`config.mk`:
```
export PLATFORM = sky130hd
export DESIGN_NAME = psum_stream_tx
export DESIGN_NICKNAME = d
export VERILOG_FILES = /design/src/rtl/psum_stream_tx.sv
export SDC_FILE = /design/constraint.sdc
export NUM_CORES = 2
export LEC_CHECK = 0
export CAP_MARGIN = 20
export CORE_AREA = 5 5 519 521
export DETAILED_ROUTE_END_ITERATION = 10
export DIE_AREA = 0 0 524 526
export PLACE_DENSITY = 0.42
export SLEW_MARGIN = 40
export SYNTH_ARGS = -nofsm -noshare
export SYNTH_HDL_FRONTEND = slang
export SYNTH_SLANG_ARGS = --single-unit
```
`constraint.sdc`:
```
create_clock -name clk -period 388.1 [get_ports clk]
set_input_delay 116.43 -clock clk [delete_from_list [all_inputs] [get_ports clk]]
set_output_delay 116.43 -clock clk [all_outputs]
set_load 0.005 [all_outputs]
```
`src/rtl/psum_stream_tx.sv`:
```
// -----------------------------------------------------------------------------
// psum_stream_tx
//
// Serialises one wide psum frame into an AXI4-Stream master, LSB word first.
// A frame is captured whole on psum_valid && psum_ready. It is then shifted out
// one C_M_AXIS_TDATA_WIDTH beat at a time. M_AXIS_TLAST marks the final beat.
//
// Optional feature (macro PSUM_TX_DOUBLE_BUFFER_EN):
//   When the macro is defined, a one-frame pending buffer lets the next frame
//   be accepted while the current one is streaming. Frames then leave
//   back-to-back with no idle cycle.
//   When the macro is undefined, psum_ready is only high in IDLE. Consecutive
//   frames are then separated by exactly one idle cycle.
//
// Ports
//   clk, rst       single rising-edge clock, synchronous active-high reset
//   psum_in        PSUM_WIDTH-bit frame from the data path
//   psum_valid     psum_in holds a frame
//   psum_ready     block can accept a frame this cycle
//   M_AXIS_TVALID  registered beat valid
//   M_AXIS_TDATA   registered beat data
//   M_AXIS_TSTRB   constant all-ones byte strobes
//   M_AXIS_TLAST   registered last-beat flag
//   M_AXIS_TREADY  downstream sink accepts the beat
//   busy           a frame is being streamed (state == SEND)
//   frame_count    completed frames, wraps at 16 bits
// -----------------------------------------------------------------------------
module psum_stream_tx #(
  parameter int C_M_AXIS_TDATA_WIDTH = 32,
  parameter int PSUM_WIDTH           = 1280
) (
  input  logic                              clk,
  input  logic                              rst,
  input  logic [PSUM_WIDTH-1:0]             psum_in,
  input  logic                              psum_valid,
  output logic                              psum_ready,
  output logic                              M_AXIS_TVALID,
  output logic [C_M_AXIS_TDATA_WIDTH-1:0]   M_AXIS_TDATA,
  output logic [C_M_AXIS_TDATA_WIDTH/8-1:0] M_AXIS_TSTRB,
  output logic                              M_AXIS_TLAST,
  input  logic                              M_AXIS_TREADY,
  output logic                              busy,
  output logic [15:0]                       frame_count
);

  localparam int W     = C_M_AXIS_TDATA_WIDTH;
  localparam int BEATS = PSUM_WIDTH / W;
  localparam int CNT_W = (BEATS > 1) ? $clog2(BEATS) : 1;
  localparam logic [CNT_W-1:0] LAST_BEAT = CNT_W'(BEATS - 1);

  typedef enum logic {IDLE, SEND} state_t;

  state_t                  state;
  logic [PSUM_WIDTH-1:0]   frame_sr;     // beats still to be presented after the current one
  logic [CNT_W-1:0]        beat_cnt;
  logic                    tvalid_r;
  logic                    tlast_r;
  logic [W-1:0]            tdata_r;
  logic [15:0]             frame_cnt_r;

  logic                    accept;
  logic                    beat_hs;
  logic                    last_hs;
  logic                    load_en;
  logic [PSUM_WIDTH-1:0]   load_frame;

`ifdef PSUM_TX_DOUBLE_BUFFER_EN
  logic                    pend_vld;
  logic [PSUM_WIDTH-1:0]   pend_data;

  assign psum_ready = (state == IDLE) || !pend_vld;
`else
  assign psum_ready = (state == IDLE);
`endif

  assign accept  = psum_valid && psum_ready;
  assign beat_hs = tvalid_r && M_AXIS_TREADY;
  assign last_hs = beat_hs && (beat_cnt == LAST_BEAT);

  // Pick the frame that enters the shift register this edge, if any. On a
  // last-beat handshake, the pending frame wins over a fresh accept. A fresh
  // accept cannot happen while pending is full anyway, because psum_ready is
  // low then.
  always_comb begin
    load_en    = 1'b0;
    load_frame = psum_in;
    if (state == IDLE) begin
      load_en = accept;
    end
`ifdef PSUM_TX_DOUBLE_BUFFER_EN
    else if (last_hs) begin
      if (pend_vld) begin
        load_en    = 1'b1;
        load_frame = pend_data;
      end else if (accept) begin
        load_en = 1'b1;
      end
    end
`endif
  end

  // ---- output register stage: beat presented on M_AXIS_* ----
  always_ff @(posedge clk) begin
    if (rst) begin
      state       <= IDLE;
      beat_cnt    <= '0;
      tvalid_r    <= 1'b0;
      tlast_r     <= 1'b0;
      tdata_r     <= '0;
      frame_cnt_r <= '0;
`ifdef PSUM_TX_DOUBLE_BUFFER_EN
      pend_vld    <= 1'b0;
`endif
    end else begin
      if (last_hs) begin
        frame_cnt_r <= frame_cnt_r + 16'd1;
      end

      if (load_en) begin
        state    <= SEND;
        tvalid_r <= 1'b1;
        tdata_r  <= load_frame[W-1:0];
        frame_sr <= load_frame >> W;
        beat_cnt <= '0;
        tlast_r  <= (BEATS == 1);
      end else if (last_hs) begin
        state    <= IDLE;
        tvalid_r <= 1'b0;
        tlast_r  <= 1'b0;
        beat_cnt <= '0;
      end else if (beat_hs) begin
        // Only advance on a handshake, so stalled beats hold steady.
        tdata_r  <= frame_sr[W-1:0];
        frame_sr <= frame_sr >> W;
        beat_cnt <= beat_cnt + CNT_W'(1);
        tlast_r  <= ((beat_cnt + CNT_W'(1)) == LAST_BEAT);
      end

`ifdef PSUM_TX_DOUBLE_BUFFER_EN
      if (last_hs && pend_vld) begin
        pend_vld <= 1'b0;
      end else if ((state == SEND) && accept && !last_hs) begin
        pend_vld  <= 1'b1;
        pend_data <= psum_in;
      end
`endif
    end
  end

  assign M_AXIS_TVALID = tvalid_r;
  assign M_AXIS_TDATA  = tdata_r;
  assign M_AXIS_TLAST  = tlast_r;
  assign M_AXIS_TSTRB  = '1;
  assign busy          = (state == SEND);
  assign frame_count   = frame_cnt_r;

endmodule

```
==> qor.csv <==
stage;metric;value;unit
floorplan;chip height;526;µm
worst_setup_path;crit path capture type;flop;
worst_setup_path;Critical R2R Capture;frame_sr[697];
synthesis;synth top area cells;edfxtp_1 68%, nand2_1 25%, dfxtp_1 2.0%, clkbuf_1 1.9%, a311oi_1 0.53%;
worst_hold_path;hold endpoint;frame_sr[481];
finish;nets;8069;
floorplan;die area;276000;µm²
placed_design;Final GP Congestion;0.867;
clocking;Post-CTS Setup Inserts;0;
global_route;first-pass GRT wire length;326000;µm
synthesis;Synth area leader;edfxtp_1;
run;max-cap viol count;0;
synthesis;syn avg cell area;9.94;µm²
power;Worst VDD drop;4.20;µV
placed_design;placed instance area;72300;µm²
worst_setup_path;kind of critical path;primary input to flop;
placed_design;port bufs;1335;
synthesis;Yosys top cell area share;68.1;%
global_route;initial antenna violation count;147;
clocking;Clock Latency Late Sink;0.79;ns
clocking;Gates resized, CTS repair;0;
worst_hold_path;WHS Path Cells;2;
synthesis;flops & latches, synth;1304;
worst_setup_path;Startpoint Class;primary input;
global_route;vias in the first global route;44000;
clocking;clk buf depth;3;
worst_setup_path;reg2reg setup slack;382.20;ns
worst_setup_path;critical path required time;388.75;ns
sta;worst slew pin tran;0.928;ns
power;P_leak;31.4;nW
placed_design;Final HPWL DP;179000;µm
worst_setup_path;crit path DAT;121.88;ns
synthesis;Synth Cell Area;55000;µm²
sta;Hold Fails Final Rpt;0;
routing;routed vias/inst;4.10;
sta;crit path time final;121.23;ns
clocking;cts bufs inserted;160;
worst_setup_path;worst reg2reg path depth;9;
clocking;clk slew on worst S/H paths;0.06;ns
routing;final wirelength;237000;µm
sta;fmax;0.00825;GHz
power;power per cell area;4.65;nW/µm²
routing;drt pass-1 iters;6;
sta;RSZ-0062 raised after global routing;no;
synthesis;Distinct cells, synth;39;
synthesis;register area share after synthesis;70.1;%
sta;Final Max Tran Viols;0;
finish;layout cells sized above 1;3.94;%
floorplan;Initial Utilization;20.8;%
worst_hold_path;worst min-delay path class;flop to flop;
sta;Clock Skew;0.0485;ns
global_route;global route overflow;0;
worst_setup_path;Max FO, Critical Path;91;
sta;Slew headroom;38.2;%
clocking;number of clock sinks;1304;
synthesis;synth warn;0;
floorplan;total core area;264000;µm²
clocking;root buffer cell;clkbuf_16;
floorplan;I/O pins;1340;
sta;setup tns final;0;ns
clocking;CTS Hold Bufs;0;
routing;Post-route DRC;0;
global_route;pin count of the biggest net entering global routing;169;
finish;Area Overhead vs Synth;40.8;%
global_route;total global-route track usage;16.3;%
run_status;status;finished, final reports clean;
routing;drt wl/cell;22.6;µm
sta;period utilization;31.2;%
routing;Detail Route Antenna Nets;0;
floorplan;# rows;189;
synthesis;Post-Syn Instances;5535;
worst_setup_path;Reg-to-Reg Start;M_AXIS_TVALID;
clocking;CTS H-tree depth;4;
finish;cell area after layout;77500;µm²
routing;Vias;43000;
sta;final setup fails;0;
finish;most common cell after layout, fill and taps aside;nand2_1;
clocking;CTS tree;done;
floorplan;die span in x;524;µm
worst_hold_path;Hold Startpoint;frame_sr[513];
routing;initial DRC count;3354;
finish;commonest cells after routing, fill and taps aside;3722 x nand2_1, 1334 x clkdlybuf4s50_1, 1248 x edfxtp_1;
## power by group
group          switching (W)  internal (W)
Sequential        0.00000329      0.000167
Clock              0.0000636     0.0000818
Combinational      0.0000255     0.0000190
Total              0.0000923      0.000268
## flip-flops by register name, summed over array words and instances (netlist names)
signal	count
frame_sr	1248
M_AXIS_TDATA	32
frame_count	16
beat_cnt	6
M_AXIS_TLAST	1
M_AXIS_TVALID	1
## routing by layer
layer / global-route usage [%] / routed length (µm)
met3: 6.09 / 22200
met5: 0 / 1080
met1: 20.0 / 96300
met4: 3.52 / 5030
met2: 27.4 / 112000
## Yosys cell counts, drive strengths merged
| library cell | n |
|---|---|
| dfxtp | 56 |
| nand2b | 3 |
| a21oi | 11 |
| or3 | 4 |
| nand4b | 3 |
| or4 | 2 |
| and3 | 4 |
| clkbuf | 276 |
| nand2 | 3722 |
| edfxtp | 1248 |
| nor2 | 49 |
| nor3b | 1 |
| a31o | 2 |
| nand4bb | 1 |
| nor3 | 5 |
| or3b | 1 |
| nor2b | 1 |
| and4 | 2 |
| o21ai | 7 |
| ha | 3 |
| buf | 27 |
| xnor2 | 10 |
| a22oi | 1 |
| nand3 | 6 |
| conb | 1 |
| o21a | 1 |
| and2 | 34 |
| a311oi | 33 |
| o211ai | 1 |
| nor4b | 2 |
| nand4 | 5 |
| xor2 | 5 |
| a211oi | 1 |
| inv | 4 |
| nor4 | 3 |
## kinds of logic after synthesis
kind of cell / Yosys count / share of synthesized area, %
AND/OR/NAND/NOR: 3848 / 26.6
AO/OA/AOI/OAI: 57 / 0.784
buffers and inverters: 307 / 2.15
other: 1 / 0.00681
adder cells (fa/ha/maj): 3 / 0.0682
XOR/XNOR: 15 / 0.239
flip-flops: 1304 / 70.1
## per-stage QoR
step	util (%)	worst slack, ns	power (W)	std cells	hold WS [ns]
5_1_grt	29.3	266.55	0.000376	10500	0.512
3_5_place_dp	27.4	266.10	0.000219	10200	0.470
6_report	29.3	266.87	0.000360	10500	0.478
4_1_cts	29.3	266.98	0.000367	10400	0.480
3_3_place_gp	27.3	265.40	0.000218	10100	0.457
2_1_floorplan	-	176.16	0.000219	5538	0.448
## final cells by class
| type | instances | area (µm²) |
|---|---|---|
| well taps | 3533 | 4420 |
| clock buffers | 200 | 4230 |
| fillers | 27900 | 187000 |
| flip-flops and latches | 1304 | 38600 |
| diodes | 33 | 82.6 |
| multi-input cells | 3927 | 15300 |
| repair buffers | 1385 | 14000 |
| inverters | 4 | 15.0 |
| clock inverters | 86 | 810 |
## how the worst max path moves through the flow
| stage | from | end | slack, ns | cells past startpoint |
|---|---|---|---|---|
| final | psum_valid | frame_sr[697] | 266.87 | 10 |
| after global routing | psum_valid | frame_sr[681] | 266.55 | 10 |
| after global placement | psum_valid | frame_sr[610] | 265.40 | 10 |
| after CTS | psum_valid | frame_sr[697] | 266.98 | 10 |
| after detailed placement | psum_valid | frame_sr[620] | 266.10 | 10 |
| after floorplan | rst | frame_sr[0] | 176.16 | 3 |
## worst max-delay path, cell delays in order
cell and delay (ns):
clkdlybuf4s50_1 0.47, nand2b_4 0.47, buf_4 0.65, buf_4 0.65, buf_4 0.70, buf_6 0.62
buf_6 0.61, buf_6 0.65, nand2_1 0.15, nand2_1 0.10
No activity file was read; power rests on OpenSTA's default activity.
